`src/rtl/cache_pkg.sv`:
```
// Shared definitions for the direct-mapped cache: address geometry,
// controller state encoding and address field slicing helpers.
package cache_pkg;

  localparam int ADDR_BITS        = 32;
  localparam int WORD_BITS        = 32;
  localparam int WORD_BYTES_WIDTH = 2;

  typedef enum logic [2:0] {
    IDLE,
    LOOKUP,
    WRITE,
    WB_RD,
    WB_WR,
    FILL,
    FILL_ST
  } state_t;

  // Index bits are whatever remains once tag, word offset and byte offset are taken.
  function automatic int line_index_width(input int tag_bits, input int line_words_width);
    return ADDR_BITS - tag_bits - line_words_width - WORD_BYTES_WIDTH;
  endfunction

  function automatic logic [ADDR_BITS-1:0] addr_tag(input logic [ADDR_BITS-1:0] addr,
                                                    input int tag_bits);
    return addr >> (ADDR_BITS - tag_bits);
  endfunction

  function automatic logic [ADDR_BITS-1:0] addr_index(input logic [ADDR_BITS-1:0] addr,
                                                      input int tag_bits,
                                                      input int line_words_width);
    int idx_w;
    idx_w = line_index_width(tag_bits, line_words_width);
    return (addr >> (line_words_width + WORD_BYTES_WIDTH)) & ~({ADDR_BITS{1'b1}} << idx_w);
  endfunction

  function automatic logic [ADDR_BITS-1:0] addr_offset(input logic [ADDR_BITS-1:0] addr,
                                                       input int line_words_width);
    return (addr >> WORD_BYTES_WIDTH) & ~({ADDR_BITS{1'b1}} << line_words_width);
  endfunction

endpackage

```
`src/rtl/cache_ctrl.sv`:
```
// Write-back, write-allocate controller for the direct-mapped cache array.
// Serves CPU loads/stores, writes back dirty victims and fills lines over a
// one-word-at-a-time memory handshake. The array is clocked on negedge, so
// an address presented after a posedge yields array outputs by the next posedge.
module cache_ctrl
  import cache_pkg::*;
#(
  parameter int TAG_BITS         = 22,
  parameter int LINE_WORDS       = 4,
  parameter int LINE_WORDS_WIDTH = 2
) (
  input  logic                 clk,
  input  logic                 rst,
  input  logic                 cpu_req,
  input  logic                 cpu_we,
  input  logic [ADDR_BITS-1:0] cpu_addr,
  input  logic [WORD_BITS-1:0] cpu_din,
  output logic                 cpu_ack,
  output logic [WORD_BITS-1:0] cpu_dout,
  output logic [ADDR_BITS-1:0] cache_addr,
  output logic                 cache_store,
  output logic                 cache_edit,
  output logic                 cache_invalid,
  output logic [WORD_BITS-1:0] cache_din,
  input  logic                 cache_hit,
  input  logic [WORD_BITS-1:0] cache_dout,
  input  logic                 cache_valid,
  input  logic                 cache_dirty,
  input  logic [TAG_BITS-1:0]  cache_tag,
  output logic                 mem_cs,
  output logic                 mem_we,
  output logic [ADDR_BITS-1:0] mem_addr,
  output logic [WORD_BITS-1:0] mem_dout,
  input  logic [WORD_BITS-1:0] mem_din,
  input  logic                 mem_ack
);

  localparam int IDX_W = line_index_width(TAG_BITS, LINE_WORDS_WIDTH);
  localparam logic [LINE_WORDS_WIDTH-1:0] K_LAST = LINE_WORDS_WIDTH'(LINE_WORDS - 1);

  state_t                      state;
  logic [LINE_WORDS_WIDTH-1:0] k;
  logic [ADDR_BITS-1:0]        req_addr;
  logic                        req_we;
  logic [WORD_BITS-1:0]        req_din;
  logic [WORD_BITS-1:0]        fill_buf;
  logic [TAG_BITS-1:0]         victim_tag;

  logic [TAG_BITS-1:0]         req_tag;
  logic [IDX_W-1:0]            req_index;
  logic [LINE_WORDS_WIDTH-1:0] req_offset;
  logic [LINE_WORDS_WIDTH-1:0] addr_off;

  assign cache_invalid = 1'b0;

  // Split the latched request address into its tag/index/offset fields.
  always_comb begin
    req_tag    = TAG_BITS'(addr_tag(req_addr, TAG_BITS));
    req_index  = IDX_W'(addr_index(req_addr, TAG_BITS, LINE_WORDS_WIDTH));
    req_offset = LINE_WORDS_WIDTH'(addr_offset(req_addr, LINE_WORDS_WIDTH));
  end

  // Array address follows the request, with the word offset taken from k while walking a line.
  always_comb begin
    addr_off = req_offset;
    if (state inside {WB_RD, WB_WR, FILL, FILL_ST}) begin
      addr_off = k;
    end
    cache_addr = {req_tag, req_index, addr_off, {WORD_BYTES_WIDTH{1'b0}}};
    cache_din  = (state == FILL_ST) ? fill_buf : req_din;
  end

  // Control FSM with registered CPU, memory and array strobe outputs.
  always_ff @(posedge clk) begin
    if (rst) begin
      state       <= IDLE;
      k           <= '0;
      cpu_ack     <= 1'b0;
      cpu_dout    <= '0;
      mem_cs      <= 1'b0;
      mem_we      <= 1'b0;
      mem_addr    <= '0;
      mem_dout    <= '0;
      cache_store <= 1'b0;
      cache_edit  <= 1'b0;
      req_addr    <= '0;
      req_we      <= 1'b0;
      req_din     <= '0;
      fill_buf    <= '0;
      victim_tag  <= '0;
    end else begin
      cpu_ack     <= 1'b0;
      cache_store <= 1'b0;
      cache_edit  <= 1'b0;
      case (state)
        IDLE: begin
          if (cpu_req) begin
            req_addr <= cpu_addr;
            req_we   <= cpu_we;
            req_din  <= cpu_din;
            state    <= LOOKUP;
          end
        end
        LOOKUP: begin
          if (cache_hit) begin
            if (req_we) begin
              cache_edit <= 1'b1;
              state      <= WRITE;
            end else begin
              cpu_dout <= cache_dout;
              cpu_ack  <= 1'b1;
              state    <= IDLE;
            end
          end else if (cache_valid && cache_dirty) begin
            victim_tag <= cache_tag;
            k          <= '0;
            state      <= WB_RD;
          end else begin
            k        <= '0;
            mem_cs   <= 1'b1;
            mem_we   <= 1'b0;
            mem_addr <= {req_tag, req_index, {LINE_WORDS_WIDTH{1'b0}}, {WORD_BYTES_WIDTH{1'b0}}};
            state    <= FILL;
          end
        end
        WRITE: begin
          cpu_ack <= 1'b1;
          state   <= IDLE;
        end
        // The array has registered word k by now; capture it for the write.
        WB_RD: begin
          mem_cs   <= 1'b1;
          mem_we   <= 1'b1;
          mem_addr <= {victim_tag, req_index, k, {WORD_BYTES_WIDTH{1'b0}}};
          mem_dout <= cache_dout;
          state    <= WB_WR;
        end
        // Last write-back word rolls straight into the first fill read, keeping mem_cs high.
        WB_WR: begin
          if (mem_ack) begin
            mem_we <= 1'b0;
            if (k == K_LAST) begin
              k        <= '0;
              mem_addr <= {req_tag, req_index, {LINE_WORDS_WIDTH{1'b0}}, {WORD_BYTES_WIDTH{1'b0}}};
              state    <= FILL;
            end else begin
              k      <= k + 1'b1;
              mem_cs <= 1'b0;
              state  <= WB_RD;
            end
          end
        end
        FILL: begin
          if (mem_ack) begin
            fill_buf    <= mem_din;
            mem_cs      <= 1'b0;
            cache_store <= 1'b1;
            state       <= FILL_ST;
          end
        end
        FILL_ST: begin
          if (k == K_LAST) begin
            k     <= '0;
            state <= LOOKUP;
          end else begin
            k        <= k + 1'b1;
            mem_cs   <= 1'b1;
            mem_we   <= 1'b0;
            mem_addr <= {req_tag, req_index, k + 1'b1, {WORD_BYTES_WIDTH{1'b0}}};
            state    <= FILL;
          end
        end
        default: state <= IDLE;
      endcase
    end
  end

endmodule

```
`config.mk`:
```
export PLATFORM = sky130hd
export DESIGN_NAME = cache_ctrl
export DESIGN_NICKNAME = d
export VERILOG_FILES = /design/src/rtl/cache_pkg.sv /design/src/rtl/cache_ctrl.sv
export SDC_FILE = /design/constraint.sdc
export NUM_CORES = 1
export LEC_CHECK = 0
export ABC_AREA = 1
export CAP_MARGIN = 20
export CORE_MARGIN = 2
export CORE_UTILIZATION = 42
export CTS_BUF_LIST = sky130_fd_sc_hd__clkbuf_4 sky130_fd_sc_hd__clkbuf_8
export DETAILED_ROUTE_END_ITERATION = 8
export PLACE_DENSITY = 0.86
export SLEW_MARGIN = 20
export SYNTH_ARGS = -nofsm -noshare
export SYNTH_HDL_FRONTEND = slang
export SYNTH_SLANG_ARGS = --single-unit
```
`constraint.sdc`:
```
create_clock -name clk -period 1.52 [get_ports clk]
set_input_delay 0.304 -clock clk [delete_from_list [all_inputs] [get_ports clk]]
set_output_delay 0.304 -clock clk [all_outputs]
set_load 0.03 [all_outputs]
```
==> key figures <==
Drt
  – Detailed Routing Iterations Pass 1: 8
  – Vias per cell: 5.32
  – Drt drc: 0
  – Total number of vias: 10200
  – Routed Antenna Nets: 0
  – Final wirelength: 37000 um
  – Drt wl/cell: 19.3 um
  – Iteration-0 DRC Markers: 520

Layout
  – Most common cell after layout, fill and taps aside: dfxtp_1
  – Commonest non-fill, non-tap cells in the layout: dfxtp_1 (218), nor2_1 (203), clkdlybuf4s50_1 (155), o21ai_0 (132), inv_1 (127)
  – Final Net Count: 1771
  – Share of layout cells above drive strength 1: 34.7%
  – Non-Filler Instances: 1915
  – Fillers: 1356
  – Area growth, synth to finish: 74.9%
  – Final Cell Area: 15900 um2
  – Final core occ: 75.2%

Hold path
  – Worst min path class: input pin to flip-flop
  – Hold Path End: victim_tag[13]
  – Worst hold start: cache_tag[13]
  – Hold path cells: 3

STA
  – RSZ-0062 raised after global routing: yes
  – FMAX: 0.464 GHz
  – Final WS setup: -0.634 ns
  – Tcrit/Tclk final: 142%
  – Count of final setup violators: 160
  – Fin. max-slew vios: 0
  – Fin Clk Skew: 0.0303 ns
  – Hold violation total from the final report: 0
  – Post-layout min period: 2.15 ns

Pwr
  – P per Cell Area: 1200 nW/um2
  – Overall power: 19.1 mW
  – LEAKAGE: 6.54 nW
  – VDD IR-drop max: 0.870 mV

Critical path
  – R2R Path Start: state[2]
  – R2R depth: 16
  – Crit path launch type: flip-flop
  – Critical path class: flip-flop to flip-flop
  – Crit path capture type: flip-flop
  – Most frequent CP cell: buf_6
  – Slowest-stage cell, CP: dfxtp_2
  – CP arrival: 2.58 ns
  – CP cell instances: buf_6 -> nand3_4 -> buf_12 -> nand2_8 -> nor2_4 -> buf_4 -> buf_6 -> buf_6 -> buf_6 -> buf_6 -> buf_6 -> buf_6 -> buf_6 -> nand2_2 -> nand3_2 -> o21ai_1
  – R2R setup slack: -0.63 ns
  – Req. time, crit path: 1.95 ns
  – Largest fanout on the critical path: 5
  – R2R Path End: state[2]
  – Crit-path max cell delay: 0.36 ns

Placement
  – Dpl cell area: 13000 um2
  – Number of port buffers: 316
  – GPL Wtd Cong: 0.894
  – Dpl hpwl: 20200 um
  – Post-Place Cells: 1776

Floorplanning
  – Boundary pin count: 324
  – Starting Density: 43.0%
  – Std cell rows: 53
  – Die H: 151 um
  – Die W: 151 um
  – Total die area: 22800 um2
  – Core box area: 21100 um2

Yosys
  – Async S/R FF share, synth: 0%
  – Number of synthesized flops with an enable pin: 0
  – Mean post-synth cell area: 7.33 um2
  – Main flop type after synthesis: dfxtp_1
  – #FFs+latches synth: 221
  – Mapped Area: 9060 um2
  – Warnings from Yosys: 0
  – Sequential area share after synthesis: 48.8%
  – Distinct cells, synth: 25
  – Mapped Cells: 1236

GRT
  – First-pass GRT wire length: 48700 um
  – GRT overflow: 0
  – Antenna violations before repair: 2
  – Vias in the first global route: 9714
  – GRT Util Overall: 26.8%
  – Largest net degree at the start of global routing: 66

Clock network
  – Clock sink count: 221
  – Number of buffers created by CTS: 38
  – Worst-Skew Late Latency: 0.53 ns
  – CTS tree: done
  – Post-CTS Hold Buffers: 0
  – CTS H-tree lvls: 2
  – CTS max path bufs: 3
  – Clock transition at path regs: 0.06 ns
  – Clk Tree Root Cell: clkbuf_8

Run status
  – Outcome: complete, but fails checks
  – Failing checks: negative setup slack

Job
  – Number of max-cap violations: 0
==> cell type report <==
type	instances	area [um2]	share of cell area, %
Multi-Input combinational cell	766	4590	29.0
Timing Repair inverter	1	6.26	0.0394
Antenna cell	1	2.50	0.0158
Clock inverter	7	87.6	0.552
Timing Repair Buffer	448	5090	32.1
Inverter	136	538	3.39
Tap cell	275	344	2.17
Clock buffer	60	763	4.81
Sequential cell	221	4430	27.9
==> state kept, by name, summed over array words and instances, names as in the netlist <==
name	cells
cache_store	1
k	2
state	3
req_we	1
cache_edit	1
fill_buf	32
cpu_dout	32
victim_tag	22
mem_addr	30
req_addr	30
mem_we	1
req_din	32
mem_dout	32
cpu_ack	1
mem_cs	1
==> cell families after synthesis <==
family	count (synthesis)	synth area share, %
adder cells (fa/ha/maj)	1	0.138
AND/OR/NAND/NOR	386	17.5
other	1	0.0414
buffers and inverters	254	12.9
flip-flops	221	48.8
AO/OA/AOI/OAI	373	20.6
==> stage by stage <==
step                setup slack (ns)  hold slack [ns]  TNS, ns
global placement              -0.263            0.430   -24.17
floorplan                     -0.104            0.373   -0.507
detailed placement            -0.316            0.435   -28.92
CTS                           -0.611            0.337   -29.87
global route                  -0.690            0.344   -45.88
finish                        -0.634            0.363   -36.48
==> critical path: cells and delay by family, from the launching register on <==
| kind | cells | cell delay, ns |
|---|---|---|
| buffers and inverters | 10 | 1.13 |
| and+or+nand+nor | 5 | 0.36 |
| AOI/OAI and AO/OA | 1 | 0.20 |
| DFF | 1 | 0.36 |
==> where the power goes <==
group	switching [mW]	total, mW	leakage, nW	internal, mW
Combinational	3.48	6.35	4.29	2.86
Clock	2.47	5.99	0.450	3.53
Sequential	0.396	6.76	1.81	6.37
==> cells in the mapped netlist (2+ instances only) <==
library cell    n  share of area [%]
clkbuf_1       52                2.2
buf_6           7               0.87
nor2_4          3               0.37
dfxtp_1       221                 49
nand2_1       108                4.5
a21oi_1       133                7.3
nor2_2          4               0.28
buf_2          24                1.3
nor2_1        214                8.9
inv_2           5               0.21
o21ai_0       234                 13
nand2_2         4               0.28
nand3_1        45                2.5
inv_1         129                5.3
nand4_1         2               0.14
nand3_2         3               0.33
o21ai_1         6               0.33
nor3_1          2               0.11
buf_4          34                2.8
==> metal layers <==
metal / up-vias / wire length, um / GRT usage (%)
met5: - / 14 / 0
met2: 554 / 18200 / 46.3
met4: 2 / 2030 / 12.5
met3: 148 / 3320 / 7.71
met1: 4780 / 13400 / 30.7
li1: 4701 / - / -
==> what timing repair did <==
action | 4_1_cts | 5_1_grt
pin swaps | 18 | 42
gates resized for setup | 521 | 299
cloned | 16 | 16
setup buffers | 20 | 27
endpoints found under the setup margin | 276 | 213
==> worst max path at each step <==
stage / startpoint / slack [ns] / to / depth (start not counted)
final: state[2] / -0.63 / state[2] / 16
after global routing: state[2] / -0.69 / cache_addr[2] / 8
after CTS: state[1] / -0.61 / cache_addr[2] / 8
after detailed placement: cache_dirty / -0.32 / victim_tag[21] / 9
after global placement: cache_dirty / -0.26 / mem_addr[2] / 10
after floorplan: state[0] / -0.10 / cache_addr[2] / 6
Power figures use the tool's default switching activity.
